### src/rtl/lru_state_updater_pkg.sv
// Shared LRU code points and flush FSM state encoding for the 2-way cache LRU
// writer (lru_state_updater) and reader (lower_lru_way_finder).
package lru_state_updater_pkg;

  localparam logic [1:0] LRU_EMPTY   = 2'b00;  // victim is way0
  localparam logic [1:0] LRU_W0_MRU  = 2'b01;  // victim is way1
  localparam logic [1:0] LRU_W1_MRU  = 2'b10;  // victim is way0
  localparam logic [1:0] LRU_ILLEGAL = 2'b11;  // never stored

  typedef enum logic [1:0] {
    StIdle  = 2'd0,
    StSweep = 2'd1,
    StDone  = 2'd2
  } state_e;

  // Code recorded after an access to the given way.
  function automatic logic [1:0] lru_fill_code(input logic way);
    return way ? LRU_W1_MRU : LRU_W0_MRU;
  endfunction

endpackage

### src/rtl/lru_state_updater_if.sv
// Controller-side bundle for the LRU state updater: read port, access update,
// single-set invalidate and flush handshake.
interface lru_state_updater_if #(
  parameter int unsigned INDEX_WIDTH = 2
) ();

  logic [INDEX_WIDTH-1:0] rd_index;
  logic [1:0]             rd_lru;
  logic                   upd_valid;
  logic [INDEX_WIDTH-1:0] upd_index;
  logic                   upd_way;
  logic                   upd_ready;
  logic                   inv_valid;
  logic [INDEX_WIDTH-1:0] inv_index;
  logic                   flush_req;
  logic                   flush_busy;
  logic                   flush_done;

  modport master (
    output rd_index, upd_valid, upd_index, upd_way, inv_valid, inv_index, flush_req,
    input  rd_lru, upd_ready, flush_busy, flush_done
  );

  modport slave (
    input  rd_index, upd_valid, upd_index, upd_way, inv_valid, inv_index, flush_req,
    output rd_lru, upd_ready, flush_busy, flush_done
  );

endinterface

### src/rtl/lru_next_state.sv
// Per-set LRU encoder: maps an access (way) or invalidate onto the next 2-bit
// code; the counterpart of the victim decode in the way finder.
module lru_next_state
  import lru_state_updater_pkg::*;
(
  input  logic [1:0] cur,
  input  logic       upd,
  input  logic       way,
  input  logic       inv,
  output logic [1:0] nxt
);

  // Update beats invalidate so a fill issued alongside its own invalidate sticks.
  always_comb begin
    nxt = cur;
    if (upd) begin
      nxt = lru_fill_code(way);
    end else if (inv) begin
      nxt = LRU_EMPTY;
    end
  end

endmodule

### src/rtl/lru_state_updater.sv
// LRU code storage for every set of a 2-way cache, with access update,
// single-set invalidate and a whole-cache flush sweep.
module lru_state_updater
  import lru_state_updater_pkg::*;
#(
  parameter int unsigned INDEX_WIDTH = 2,
  parameter int unsigned NUM_SETS    = 4
) (
  input  logic                clk,
  input  logic                reset,
  lru_state_updater_if.slave  bus
);

  state_e                 state_q, state_d;
  logic [INDEX_WIDTH-1:0] cnt_q, cnt_d;
  logic [1:0]             lru_q   [NUM_SETS];
  logic [1:0]             set_nxt [NUM_SETS];

  logic upd_ready, flush_busy, flush_done;
  logic upd_fire, inv_fire, sweeping;

  assign sweeping = (state_q == StSweep);
  assign upd_fire = bus.upd_valid && upd_ready;
  // Invalidates share the update window so nothing lands between sweep and DONE.
  assign inv_fire = bus.inv_valid && (state_q == StIdle);

  always_ff @(posedge clk or posedge reset) begin
    if (reset) begin
      state_q <= StIdle;
      cnt_q   <= '0;
    end else begin
      state_q <= state_d;
      cnt_q   <= cnt_d;
    end
  end

  always_comb begin
    state_d = state_q;
    cnt_d   = cnt_q;
    unique case (state_q)
      StIdle: begin
        if (bus.flush_req) begin
          state_d = StSweep;
          cnt_d   = '0;
        end
      end
      StSweep: begin
        cnt_d = cnt_q + INDEX_WIDTH'(1);
        if (cnt_q == INDEX_WIDTH'(NUM_SETS - 1)) begin
          state_d = StDone;
        end
      end
      StDone: begin
        state_d = StIdle;
      end
      default: begin
        state_d = StIdle;
        cnt_d   = '0;
      end
    endcase
  end

  always_comb begin
    upd_ready  = 1'b0;
    flush_busy = 1'b0;
    flush_done = 1'b0;
    unique case (state_q)
      StIdle:  upd_ready  = 1'b1;
      StSweep: flush_busy = 1'b1;
      StDone:  flush_done = 1'b1;
      default: upd_ready  = 1'b0;
    endcase
  end

  assign bus.upd_ready  = upd_ready;
  assign bus.flush_busy = flush_busy;
  assign bus.flush_done = flush_done;

  for (genvar i = 0; i < NUM_SETS; i++) begin : g_set
    lru_next_state u_next (
      .cur (lru_q[i]),
      .upd (upd_fire && (bus.upd_index == INDEX_WIDTH'(i))),
      .way (bus.upd_way),
      .inv (inv_fire && (bus.inv_index == INDEX_WIDTH'(i))),
      .nxt (set_nxt[i])
    );

    always_ff @(posedge clk or posedge reset) begin
      if (reset) begin
        lru_q[i] <= LRU_EMPTY;
      end else if (sweeping && (cnt_q == INDEX_WIDTH'(i))) begin
        lru_q[i] <= LRU_EMPTY;
      end else begin
        lru_q[i] <= set_nxt[i];
      end
    end
  end

  assign bus.rd_lru = lru_q[bus.rd_index];

endmodule

### src/flat_wrapper.sv
// flat-port wrapper written by rule: the top's interface ports become plain ports
module lru_state_updater_flat import lru_state_updater_pkg::*;
#(
  parameter int unsigned INDEX_WIDTH = 2,
  parameter int unsigned NUM_SETS    = 4
)
  (clk, reset, bus_rd_index, bus_upd_valid, bus_upd_index, bus_upd_way, bus_inv_valid, bus_inv_index, bus_flush_req, bus_rd_lru, bus_upd_ready, bus_flush_busy, bus_flush_done);
  lru_state_updater_if #(.INDEX_WIDTH(INDEX_WIDTH)) bus_i ();
  input  logic clk;
  input  logic reset;
  input wire logic [$bits(bus_i.rd_index)-1:0] bus_rd_index;
  input wire logic [$bits(bus_i.upd_valid)-1:0] bus_upd_valid;
  input wire logic [$bits(bus_i.upd_index)-1:0] bus_upd_index;
  input wire logic [$bits(bus_i.upd_way)-1:0] bus_upd_way;
  input wire logic [$bits(bus_i.inv_valid)-1:0] bus_inv_valid;
  input wire logic [$bits(bus_i.inv_index)-1:0] bus_inv_index;
  input wire logic [$bits(bus_i.flush_req)-1:0] bus_flush_req;
  output wire logic [$bits(bus_i.rd_lru)-1:0] bus_rd_lru;
  output wire logic [$bits(bus_i.upd_ready)-1:0] bus_upd_ready;
  output wire logic [$bits(bus_i.flush_busy)-1:0] bus_flush_busy;
  output wire logic [$bits(bus_i.flush_done)-1:0] bus_flush_done;
  assign bus_i.rd_index = bus_rd_index;
  assign bus_i.upd_valid = bus_upd_valid;
  assign bus_i.upd_index = bus_upd_index;
  assign bus_i.upd_way = bus_upd_way;
  assign bus_i.inv_valid = bus_inv_valid;
  assign bus_i.inv_index = bus_inv_index;
  assign bus_i.flush_req = bus_flush_req;
  assign bus_rd_lru = bus_i.rd_lru;
  assign bus_upd_ready = bus_i.upd_ready;
  assign bus_flush_busy = bus_i.flush_busy;
  assign bus_flush_done = bus_i.flush_done;
  lru_state_updater #(.INDEX_WIDTH(INDEX_WIDTH), .NUM_SETS(NUM_SETS)) u_core (.clk(clk), .reset(reset), .bus(bus_i));
endmodule
### config.mk
export PLATFORM = sky130hd
export DESIGN_NAME = lru_state_updater_flat
export DESIGN_NICKNAME = d
export VERILOG_FILES = /design/src/rtl/lru_state_updater_pkg.sv /design/src/rtl/lru_state_updater_if.sv /design/src/rtl/lru_next_state.sv /design/src/rtl/lru_state_updater.sv /design/src/flat_wrapper.sv
export SDC_FILE = /design/constraint.sdc
export NUM_CORES = 1
export LEC_CHECK = 0
export CAP_MARGIN = 40
export CORE_ASPECT_RATIO = 1.2
export CORE_MARGIN = 1
export CORE_UTILIZATION = 47
export CTS_BUF_LIST = sky130_fd_sc_hd__clkbuf_4 sky130_fd_sc_hd__clkbuf_8
export DETAILED_ROUTE_END_ITERATION = 12
export PLACE_DENSITY = 0.81
export SYNTH_ARGS = -nofsm -noshare
export SYNTH_HDL_FRONTEND = slang
export SYNTH_SLANG_ARGS = --single-unit
### constraint.sdc
create_clock -name clk -period 2.5 [get_ports clk]
set_input_delay 0.5 -clock clk [delete_from_list [all_inputs] [get_ports clk]]
set_output_delay 0.5 -clock clk [all_outputs]
set_load 0.05 [all_outputs]
==> results.sh <==
export IMPL_antenna_found_initial=0
export IMPL_synth_area_um2=772
export IMPL_slew_headroom=0.671
export IMPL_avgSynthCellArea_um2=9.65
export IMPL_p_clk_frac=0.121
export IMPL_grt_pass1_wl_um=2930
export IMPL_gp_congestion=0.731
export IMPL_stdcell_count=115
export IMPL_diodes=0
export IMPL_layout_common_cells="clkdlybuf4s50_1 (12), dfrtp_1 (12), inv_1 (11)"
export IMPL_place_inst=112
export IMPL_finalWorstSetupSlack_ns=0.159
export IMPL_fin_setup_tns_ns=0
export IMPL_seq_power_share=0.337
export IMPL_grt_pass1_vias=708
export IMPL_rsz0062_at_grt="false"
export IMPL_net_switching_power_w=0.000448
export IMPL_status="finished, final reports clean"
export IMPL_ctsRootBufferMaster="clkbuf_4"
export IMPL_grt_overflow=0
export IMPL_dr_pass1_iters=4
export IMPL_timing_final_crit_share=0.936
export IMPL_peakVddDrop_mv=0.526
export IMPL_hold_slack_ns=0.536
export IMPL_skew_ns=0.00483
export IMPL_route_detailed_drc=0
export IMPL_final_nets=116
export IMPL_core_area_um2=1480
export IMPL_grt_max_degree=15
export IMPL_syn_inst=80
export IMPL_tightest_slew_ns=0.492
export IMPL_hold_violations=0
export IMPL_ctsResizeCount=0
export IMPL_power_density_nw_per_um2=1040
export IMPL_die_y_um=46.4
export IMPL_area_growth_syn_to_layout_pct=24.3
export IMPL_crit_type="flip-flop to output port"
export IMPL_pre_cts_slack_ns=0.259
export IMPL_die_width_um=39.0
export IMPL_viasPerCell=6.00
export IMPL_synth_seq_cells=12
export IMPL_clkSlewWorstSetupHoldPaths_ns=0.08
export IMPL_fin_crit_ns=2.34
export IMPL_p_comb_frac=0.543
export IMPL_postCtsSetupBuffers=0
export IMPL_die_area_um2=1810
export IMPL_cts_inserted_buffers=3
export IMPL_htreeDepth=1
export IMPL_synthXorXnorAreaFrac=0
export IMPL_p_sw_frac=0.450
export IMPL_setup_viol=0
export IMPL_grt_usage=0.242
export IMPL_synth_cell_types=28
export IMPL_cts_sinks=12
export IMPL_fp_row_count=15
export IMPL_portBuffers=16
export IMPL_clk_latency_ns=0.27
export IMPL_start_util=0.521
export IMPL_crit_fanout=10
export IMPL_synth_top_family_by_area="simple AND/OR/NAND/NOR gates"
export IMPL_clockBufferDepth=2
export IMPL_drv_slew=0
export IMPL_p_leak_nw=0.420
export IMPL_cts_tree="done"
export IMPL_max_cap_violations=0
export IMPL_endpoint_kind="output port"
export IMPL_ioPinCount=17
export IMPL_totalPowerFinal_w=0.000995
export IMPL_yosysWarnings=0
export IMPL_synth_fa_ha_area_frac=0.0648
export IMPL_yosys_area_share_simple=0.212
export IMPL_synth_yosys_seq_area_share=0.389
export IMPL_critPathArrivalTime_ns=1.84
export IMPL_dr_total_vias=690
export IMPL_antenna_left=0
export IMPL_dpl_hpwl_um=1370
export IMPL_holdBufCountCts=0
export IMPL_cp_required_ns=2.00
export IMPL_synthMuxAreaShare=0.0859
export IMPL_synth_compound_area_frac=0.157
export IMPL_fmax_ghz=0.427
export IMPL_hold_class="input port to async pin"
export IMPL_wl_per_cell_um=16.1
export IMPL_startpoint_type="flip-flop"
export IMPL_drive_gt1_frac=0.153
export IMPL_synth_fp_nets=96
export IMPL_drt_iter0_markers=24
export IMPL_routed_wl_um=1850
export IMPL_p_int_w=0.000547
-- state kept, by name, indices dropped and copies added, names as in the netlist --
signal and flops:
u_core.lru_q 8, u_core.cnt_q 2, u_core.state_q 2
-- path summary, 6_finish.rpt --
kind / startpoint / end / slack (ns) / depth (start not counted)
setup reg to reg: u_core.state_q[0]$_DFFE_PP0P_ / u_core.lru_q[6]$_DFFE_PP0P_ / 0.91 / 4
hold / removal: reset / u_core.cnt_q[0]$_DFFE_PP0P_ / 0.54 / 2
hold reg to reg: u_core.lru_q[5]$_DFFE_PP0P_ / u_core.lru_q[5]$_DFFE_PP0P_ / 0.55 / 2
max in group asynchronous: reset / u_core.lru_q[7]$_DFFE_PP0P_ / 1.64 / 2
min in group clk: u_core.lru_q[5]$_DFFE_PP0P_ / u_core.lru_q[5]$_DFFE_PP0P_ / 0.55 / 2
setup / recovery: u_core.state_q[1]$_DFFE_PP0P_ / bus_flush_done / 0.16 / 3
-- worst max-delay path: stages, from the launching register on --
cell	delay, ns
dfrtp_1	0.56
inv_1	0.10
nor2_1	0.11
clkdlybuf4s50_1	0.80
-- power groups by stage --
stage | Sequential, W | Clock, W | Combinational, W
floorplan | 0.000311 | 0 | 0.000405
global placement | 0.000334 | 0 | 0.000516
detailed placement | 0.000338 | 0 | 0.000533
CTS | 0.000335 | 0.000124 | 0.000540
global route | 0.000345 | 0.000132 | 0.000593
finish | 0.000335 | 0.000120 | 0.000540
-- metrics by stage --
step           utilization  instance area [um^2]
2_1_floorplan            -                   772
3_5_place_dp         0.632                   937
5_1_grt              0.647                   960
6_report             0.647                   960
3_3_place_gp         0.632                   937
4_1_cts              0.647                   960
-- metal layers --
layer / GRT usage / share of wire / up-vias
met3: 0.0580 / 0.040 / 6
met1: 0.226 / 0.38 / 337
met5: 0 / 0 / -
li1: - / - / 326
met4: 0.166 / 0.015 / 0
met2: 0.447 / 0.57 / 21
-- layout make-up --
class / instances / area (um^2)
fill: 129 / 523
sequential: 12 / 300
multi-input combinational: 53 / 402
clock buffer: 3 / 22.5
tap: 17 / 21.3
timing repair buffer: 19 / 173
inverter: 11 / 41.3
-- synthesized netlist by cell type --
cell type / instances / area share
dfrtp_1: 12 / 0.39
inv_1: 11 / 0.053
nand2_1: 6 / 0.029
a21oi_1: 5 / 0.032
ha_1: 4 / 0.065
nor2_1: 4 / 0.019
o21ai_0: 4 / 0.026
o21ai_1: 4 / 0.026
nand4_1: 3 / 0.024
a41o_1: 2 / 0.026
buf_2: 2 / 0.013
mux4_2: 2 / 0.058
nand3_1: 2 / 0.013
nand4bb_1: 2 / 0.029
nor2b_1: 2 / 0.016
o22ai_1: 2 / 0.016
o31ai_1: 2 / 0.019
a22o_1: 1 / 0.011
and2_1: 1 / 0.0081
and4_1: 1 / 0.011
buf_4: 1 / 0.0097
buf_6: 1 / 0.015
mux2_2: 1 / 0.015
mux2i_1: 1 / 0.013
nand4b_1: 1 / 0.011
nor4b_2: 1 / 0.019
or4b_1: 1 / 0.013
or4b_4: 1 / 0.018
-- cell families after synthesis --
| group | Yosys count |
|---|---|
| muxes | 4 |
| DFF | 12 |
| adders and majority gates | 4 |
| buffers and inverters | 15 |
| AOI/OAI and AO/OA | 20 |
| and+or+nand+nor | 25 |
No activity file was read; power rests on OpenSTA's default activity.
